[src/rtl/config_mem_read_arbiter.sv]
// Round-robin arbiter sharing one config memory read port among NUM_REQ requesters.
// One outstanding read at a time, with an optional per-read timeout that returns an error response.
module config_mem_read_arbiter #(
  parameter int NUM_REQ = 4,
  parameter int ADDR_W  = 32,
  parameter int DATA_W  = 32,
  parameter int TIMEOUT = 255
) (
  input  logic                      clk_i,
  input  logic                      rst_ni,
  input  logic [NUM_REQ-1:0]        req_valid_i,
  input  logic [NUM_REQ*ADDR_W-1:0] req_addr_i,
  output logic [NUM_REQ-1:0]        req_ready_o,
  output logic [DATA_W-1:0]         req_data_o,
  output logic                      req_err_o,
  output logic [ADDR_W-1:0]         mem_addr_o,
  output logic                      mem_read_valid_o,
  input  logic [DATA_W-1:0]         mem_read_data_i,
  input  logic                      mem_read_ready_i,
  output logic [$clog2(NUM_REQ)-1:0] grant_id_o,
  output logic                      busy_o
);

  localparam int ID_W  = $clog2(NUM_REQ);
  localparam int CNT_W = (TIMEOUT > 0) ? $clog2(TIMEOUT + 1) : 1;

  typedef enum logic [1:0] {
    S_IDLE,
    S_ISSUE,
    S_RESP
  } state_t;

  state_t              r_state;
  logic [ID_W-1:0]     r_rr_ptr;
  logic [ID_W-1:0]     r_grant;
  logic [CNT_W-1:0]    r_cnt;
  logic [NUM_REQ-1:0]  r_req_ready;
  logic [DATA_W-1:0]   r_req_data;
  logic                r_req_err;
  logic [ADDR_W-1:0]   r_mem_addr;
  logic                r_mem_valid;
  logic                r_busy;

  logic [ADDR_W-1:0]   w_addr [NUM_REQ];
  logic                w_found;
  logic [ID_W-1:0]     w_grant;
  logic [ID_W-1:0]     w_next_ptr;
  logic [NUM_REQ-1:0]  w_onehot;
  logic                w_timeout;

  genvar gi;
  generate
    for (gi = 0; gi < NUM_REQ; gi++) begin : g_addr
      assign w_addr[gi] = req_addr_i[gi*ADDR_W +: ADDR_W];
    end
  endgenerate

  // First active requester at or above rr_ptr; the wrap is explicit so non-power-of-two counts work.
  always_comb begin
    w_found = 1'b0;
    w_grant = '0;
    for (int i = 0; i < NUM_REQ; i++) begin
      int idx;
      idx = int'(r_rr_ptr) + i;
      if (idx >= NUM_REQ) idx = idx - NUM_REQ;
      if (!w_found && req_valid_i[ID_W'(idx)]) begin
        w_found = 1'b1;
        w_grant = ID_W'(idx);
      end
    end
  end

  assign w_next_ptr = (r_grant == ID_W'(NUM_REQ - 1)) ? '0 : r_grant + 1'b1;
  assign w_onehot   = NUM_REQ'(1) << r_grant;
  assign w_timeout  = (TIMEOUT > 0) && (r_cnt == CNT_W'(TIMEOUT - 1));

  always_ff @(posedge clk_i or negedge rst_ni) begin
    if (!rst_ni) begin
      r_state     <= S_IDLE;
      r_rr_ptr    <= '0;
      r_grant     <= '0;
      r_cnt       <= '0;
      r_req_ready <= '0;
      r_req_data  <= '0;
      r_req_err   <= 1'b0;
      r_mem_addr  <= '0;
      r_mem_valid <= 1'b0;
      r_busy      <= 1'b0;
    end else begin
      case (r_state)
        S_IDLE: begin
          if (w_found) begin
            r_grant     <= w_grant;
            r_mem_addr  <= w_addr[w_grant];
            r_mem_valid <= 1'b1;
            r_cnt       <= '0;
            r_busy      <= 1'b1;
            r_state     <= S_ISSUE;
          end
        end
        S_ISSUE: begin
          if (mem_read_ready_i) begin
            r_req_data  <= mem_read_data_i;
            r_mem_valid <= 1'b0;
            r_req_ready <= w_onehot;
            r_req_err   <= 1'b0;
            r_state     <= S_RESP;
          end else if (w_timeout) begin
            r_req_data  <= '0;
            r_mem_valid <= 1'b0;
            r_req_ready <= w_onehot;
            r_req_err   <= 1'b1;
            r_state     <= S_RESP;
          end else begin
            r_cnt <= r_cnt + 1'b1;
          end
        end
        S_RESP: begin
          r_req_ready <= '0;
          r_req_err   <= 1'b0;
          r_rr_ptr    <= w_next_ptr;
          r_busy      <= 1'b0;
          r_state     <= S_IDLE;
        end
        default: r_state <= S_IDLE;
      endcase
    end
  end

  assign req_ready_o      = r_req_ready;
  assign req_data_o       = r_req_data;
  assign req_err_o        = r_req_err;
  assign mem_addr_o       = r_mem_addr;
  assign mem_read_valid_o = r_mem_valid;
  assign grant_id_o       = r_grant;
  assign busy_o           = r_busy;

endmodule

[config.mk]
export PLATFORM = sky130hd
export DESIGN_NAME = config_mem_read_arbiter
export DESIGN_NICKNAME = d
export VERILOG_FILES = /design/src/rtl/config_mem_read_arbiter.sv
export SDC_FILE = /design/constraint.sdc
export NUM_CORES = 1
export LEC_CHECK = 0
export CAP_MARGIN = 20
export CORE_UTILIZATION = 35
export CTS_CLUSTER_SIZE = 16
export DETAILED_ROUTE_END_ITERATION = 12
export PLACE_DENSITY = 0.78
export SLEW_MARGIN = 20
export SYNTH_ARGS = -nofsm -noshare
export SYNTH_HDL_FRONTEND = slang
export SYNTH_SLANG_ARGS = --single-unit
export TNS_END_PERCENT = 5
[constraint.sdc]
create_clock -name clk_i -period 1.8 [get_ports clk_i]
set_input_delay 0.18 -clock clk_i [delete_from_list [all_inputs] [get_ports clk_i]]
set_output_delay 0.18 -clock clk_i [all_outputs]
set_load 0.005 [all_outputs]
==> metrics.log <==
[metrics] total CTS buffers: 9
[metrics] Period minus WS final: 1714 ps
[metrics] Async SR Flop Fraction: 100.0%
[metrics] post-synthesis area per instance: 11.49 um^2
[metrics] placeable core region: 0.01142 mm^2
[metrics] clock sink count: 85
[metrics] I/O Buffers: 239
[metrics] max-cap violations: 0
[metrics] number of placement rows: 39
[metrics] total power draw: 10.28 mW
[metrics] CTS root buf: sky130_fd_sc_hd__clkbuf_16
[metrics] portion of the clock cycle consumed by the worst path in the final layout: 95.22%
[metrics] Worst IR Drop VDD: 848.2 uV
[metrics] total placed cells including tap cells: 737
[metrics] hold_ws: 285.3 ps
[metrics] number of nets produced by synthesis: 531
[metrics] HPWL after detailed placement: 10.35 mm
[metrics] # DRC: 0
[metrics] outcome: finished, final reports clean
[metrics] floorplan die area: 0.01219 mm^2
[metrics] wire length of the first global-routing pass: 21.39 mm
[metrics] total power divided by cell area: 1439 mW/mm^2
[metrics] number of library cell types mapped by synthesis: 33
[metrics] commonest non-fill, non-tap cell in the layout: sky130_fd_sc_hd__clkdlybuf4s50_1
[metrics] Slew HR: 76.80%
[metrics] via density per instance: 5.198
[metrics] grt ovf: 0
[metrics] fin. max-slew vios: 0
[metrics] number of enable flip-flop cells after synthesis: 0
[metrics] pin count of the biggest net entering global routing: 45
[metrics] Final Hold Violating Endpoints: 0
[metrics] Filler Cell Count: 940
[metrics] synthesized-area fraction occupied by xor and xnor cells: 1.278%
[metrics] post-route clock skew: 5.312 ps
[metrics] combinational family with the most area after synthesis: compound AO/OA/AOI/OAI gates
[metrics] largest buffer count on any clock path: 2
[metrics] cells after synthesis: 358
[metrics] number of routed nets with antenna violations: 0
[metrics] CTS tree: yes
[metrics] DR WL/cell: 17.87 um
[metrics] RSZ-0062 raised after global routing: true
[metrics] overall die height: 110.4 um
[metrics] Post-Route Utilization: 62.58%
[metrics] critical path capture point type: register
[metrics] logic depth of the worst register-to-register path: 7
[metrics] vias in the first global route: 4,036
[metrics] top-level port count: 240
[metrics] multiplexer fraction of the synthesized cell area: 16.09%
[metrics] post-synthesis adder-cell area fraction: 1.825%
[metrics] arrival time worst endpoint: 1920 ps
[metrics] Detailed Route WL: 13.51 mm
[metrics] top library cells by usage in the layout, fill and taps aside: sky130_fd_sc_hd__clkdlybuf4s50_1 (238), sky130_fd_sc_hd__dfrtp_1 (84), sky130_fd_sc_hd__mux2i_1 (65), sky130_fd_sc_hd__nand2_1 (42), sky130_fd_sc_hd__a22o_1 (33)
[metrics] fraction of layout cells with a size suffix above 1: 7.667%
[metrics] flip-flop and latch count after synthesis: 85
[metrics] total routing resource utilization after global routing: 22.12%
[metrics] required time worst endpoint: 2010 ps
[metrics] antenna violations before repair: 0
[metrics] critical path type: register to register
[metrics] Leak: 3.179 nW
[metrics] Syn. warnings: 0
[metrics] Die Wd: 110.4 um
[metrics] area growth from synthesis to final layout: 73.74%
[metrics] share of the yosys chip area belonging to registers: 51.72%
[metrics] maximum fanout along the worst path: 20
[metrics] 1st-iter DRT viols: 300
[metrics] clock transition at the register clock pins on the worst setup and hold paths after CTS: 60 ps
[metrics] Main synth FF type: sky130_fd_sc_hd__dfrtp_1
[metrics] via count: 3,930
[metrics] synthesized cell area: 0.004113 mm^2
[metrics] clock latency at the later pin of the worst-skew pair: 330 ps
[metrics] achievable frequency: 0.5835 GHz
[metrics] share of the synthesized area in compound gates (AO/OA/AOI/OAI): 17.65%
[metrics] simple-gate share of the synthesized area: 7.301%
[metrics] number of setup violations in the final report: 0
[metrics] initial cell density of the core: 36.02%
[metrics] length of the first detailed-routing pass in iterations: 4
[metrics] Routability Congestion: 0.8392
[metrics] total negative setup slack: 0 ps
[metrics] number of standard cells in the final layout excluding fillers: 756
[metrics] Hold WC Path Type: input pin to async pin
[metrics] number of antenna cells inserted: 0
[metrics] Critical Path Source Type: register
[metrics] H-tree Lvls: 3
[metrics] transition time of the tightest slew-check pin: 348.0 ps
[metrics] number of nets in the final layout: 781
==> flip-flops by register name, indices dropped and copies added, names as in the netlist <==
signal,flops
r_state,2
mem_read_valid_o,1
req_err_o,1
req_ready_o,4
req_data_o,32
mem_addr_o,32
r_cnt,8
grant_id_o,2
r_rr_ptr,2
busy_o,1
==> where the power goes <==
| group | total [mW] | switching [mW] | leakage, nW | internal [mW] |
|---|---|---|---|---|
| clock network | 1.84 | 0.765 | 0.138 | 1.07 |
| logic | 5.13 | 2.10 | 1.98 | 3.03 |
| registers | 3.31 | 0.533 | 1.06 | 2.78 |
| total | 10.3 | 3.40 | 3.18 | 6.88 |
==> logic make-up (layout without fill, tap and decap cells) <==
| group | count (synthesis) | in the layout |
|---|---|---|
| compound gates | 89 | 89 |
| xor+xnor | 6 | 6 |
| buf+inv | 35 | 290 |
| mux | 66 | 66 |
| fa+ha+maj | 6 | 6 |
| flops | 85 | 85 |
| simple gates | 71 | 71 |
==> cells in the mapped netlist (all sizes together), types with 6 or more instances <==
master | number | area (um^2)
a22o | 33 | 289.0
buf | 11 | 80.07
clkbuf | 14 | 52.55
dfrtp | 85 | 2127
ha | 6 | 75.07
inv | 10 | 37.54
mux2i | 65 | 650.6
nand2 | 43 | 161.4
nand3 | 11 | 55.05
nor2 | 9 | 33.78
o21ai | 9 | 45.04
o221ai | 32 | 280.3
xnor2 | 6 | 52.55
==> layout make-up <==
| type | count | area, um^2 | share of cell area (%) |
|---|---|---|---|
| repair buffers | 264 | 2671 | 37.38 |
| flip-flops and latches | 85 | 2128 | 29.78 |
| multi-input cells | 238 | 1837 | 25.70 |
| clock buffers | 10 | 229.0 | 3.204 |
| well taps | 143 | 178.9 | 2.504 |
| clock inverters | 6 | 63.81 | 0.8930 |
| inverters | 10 | 37.54 | 0.5253 |
==> layer usage <==
metal,global-route usage (%),routed length (um),vias to the layer above
met2,39.17,7154,124
met4,7.644,276,0
met5,0,0,-
met1,27.10,5494,1945
met3,3.677,585,21
li1,-,-,1840
==> timing repair <==
item | 4_1_cts | 5_1_grt
gates resized for setup | 0 | 4
buffers inserted | 2 | 0
hold buffers | 1 | 0
setup endpoints to repair | 6 | 55
endpoints found under the hold margin | 25 | 0
pin swaps | 1 | 0
==> worst max-delay path, stage by stage, from the launching register on <==
cell and delay (ps):
sky130_fd_sc_hd__dfrtp_2 420, sky130_fd_sc_hd__mux2i_1 190, sky130_fd_sc_hd__a2bb2oi_1 80, sky130_fd_sc_hd__buf_4 140
sky130_fd_sc_hd__nand2_4 140, sky130_fd_sc_hd__buf_12 200, sky130_fd_sc_hd__mux2i_1 270, sky130_fd_sc_hd__o221ai_1 130
==> final timing paths <==
path,from,end,slack [ps]
min in group clk_i,mem_read_data_i[26],req_data_o[26],440
hold reg to reg,mem_addr_o[11],mem_addr_o[11],490
setup reg to reg,r_rr_ptr[1],mem_addr_o[23],90
hold / removal,rst_ni,req_data_o[25],290
setup / recovery,r_rr_ptr[1],mem_addr_o[23],90
max in group asynchronous,rst_ni,mem_addr_o[31],890
==> through the flow <==
stage | instance area, um^2 | worst slack (ps)
3_5_place_dp | 6818 | -158.7
2_1_floorplan | 4113 | 71.26
6_report | 7146 | 86.07
5_1_grt | 7146 | -5.405
3_3_place_gp | 6818 | -104.2
4_1_cts | 7136 | 15.59
Power figures use the tool's default switching activity.
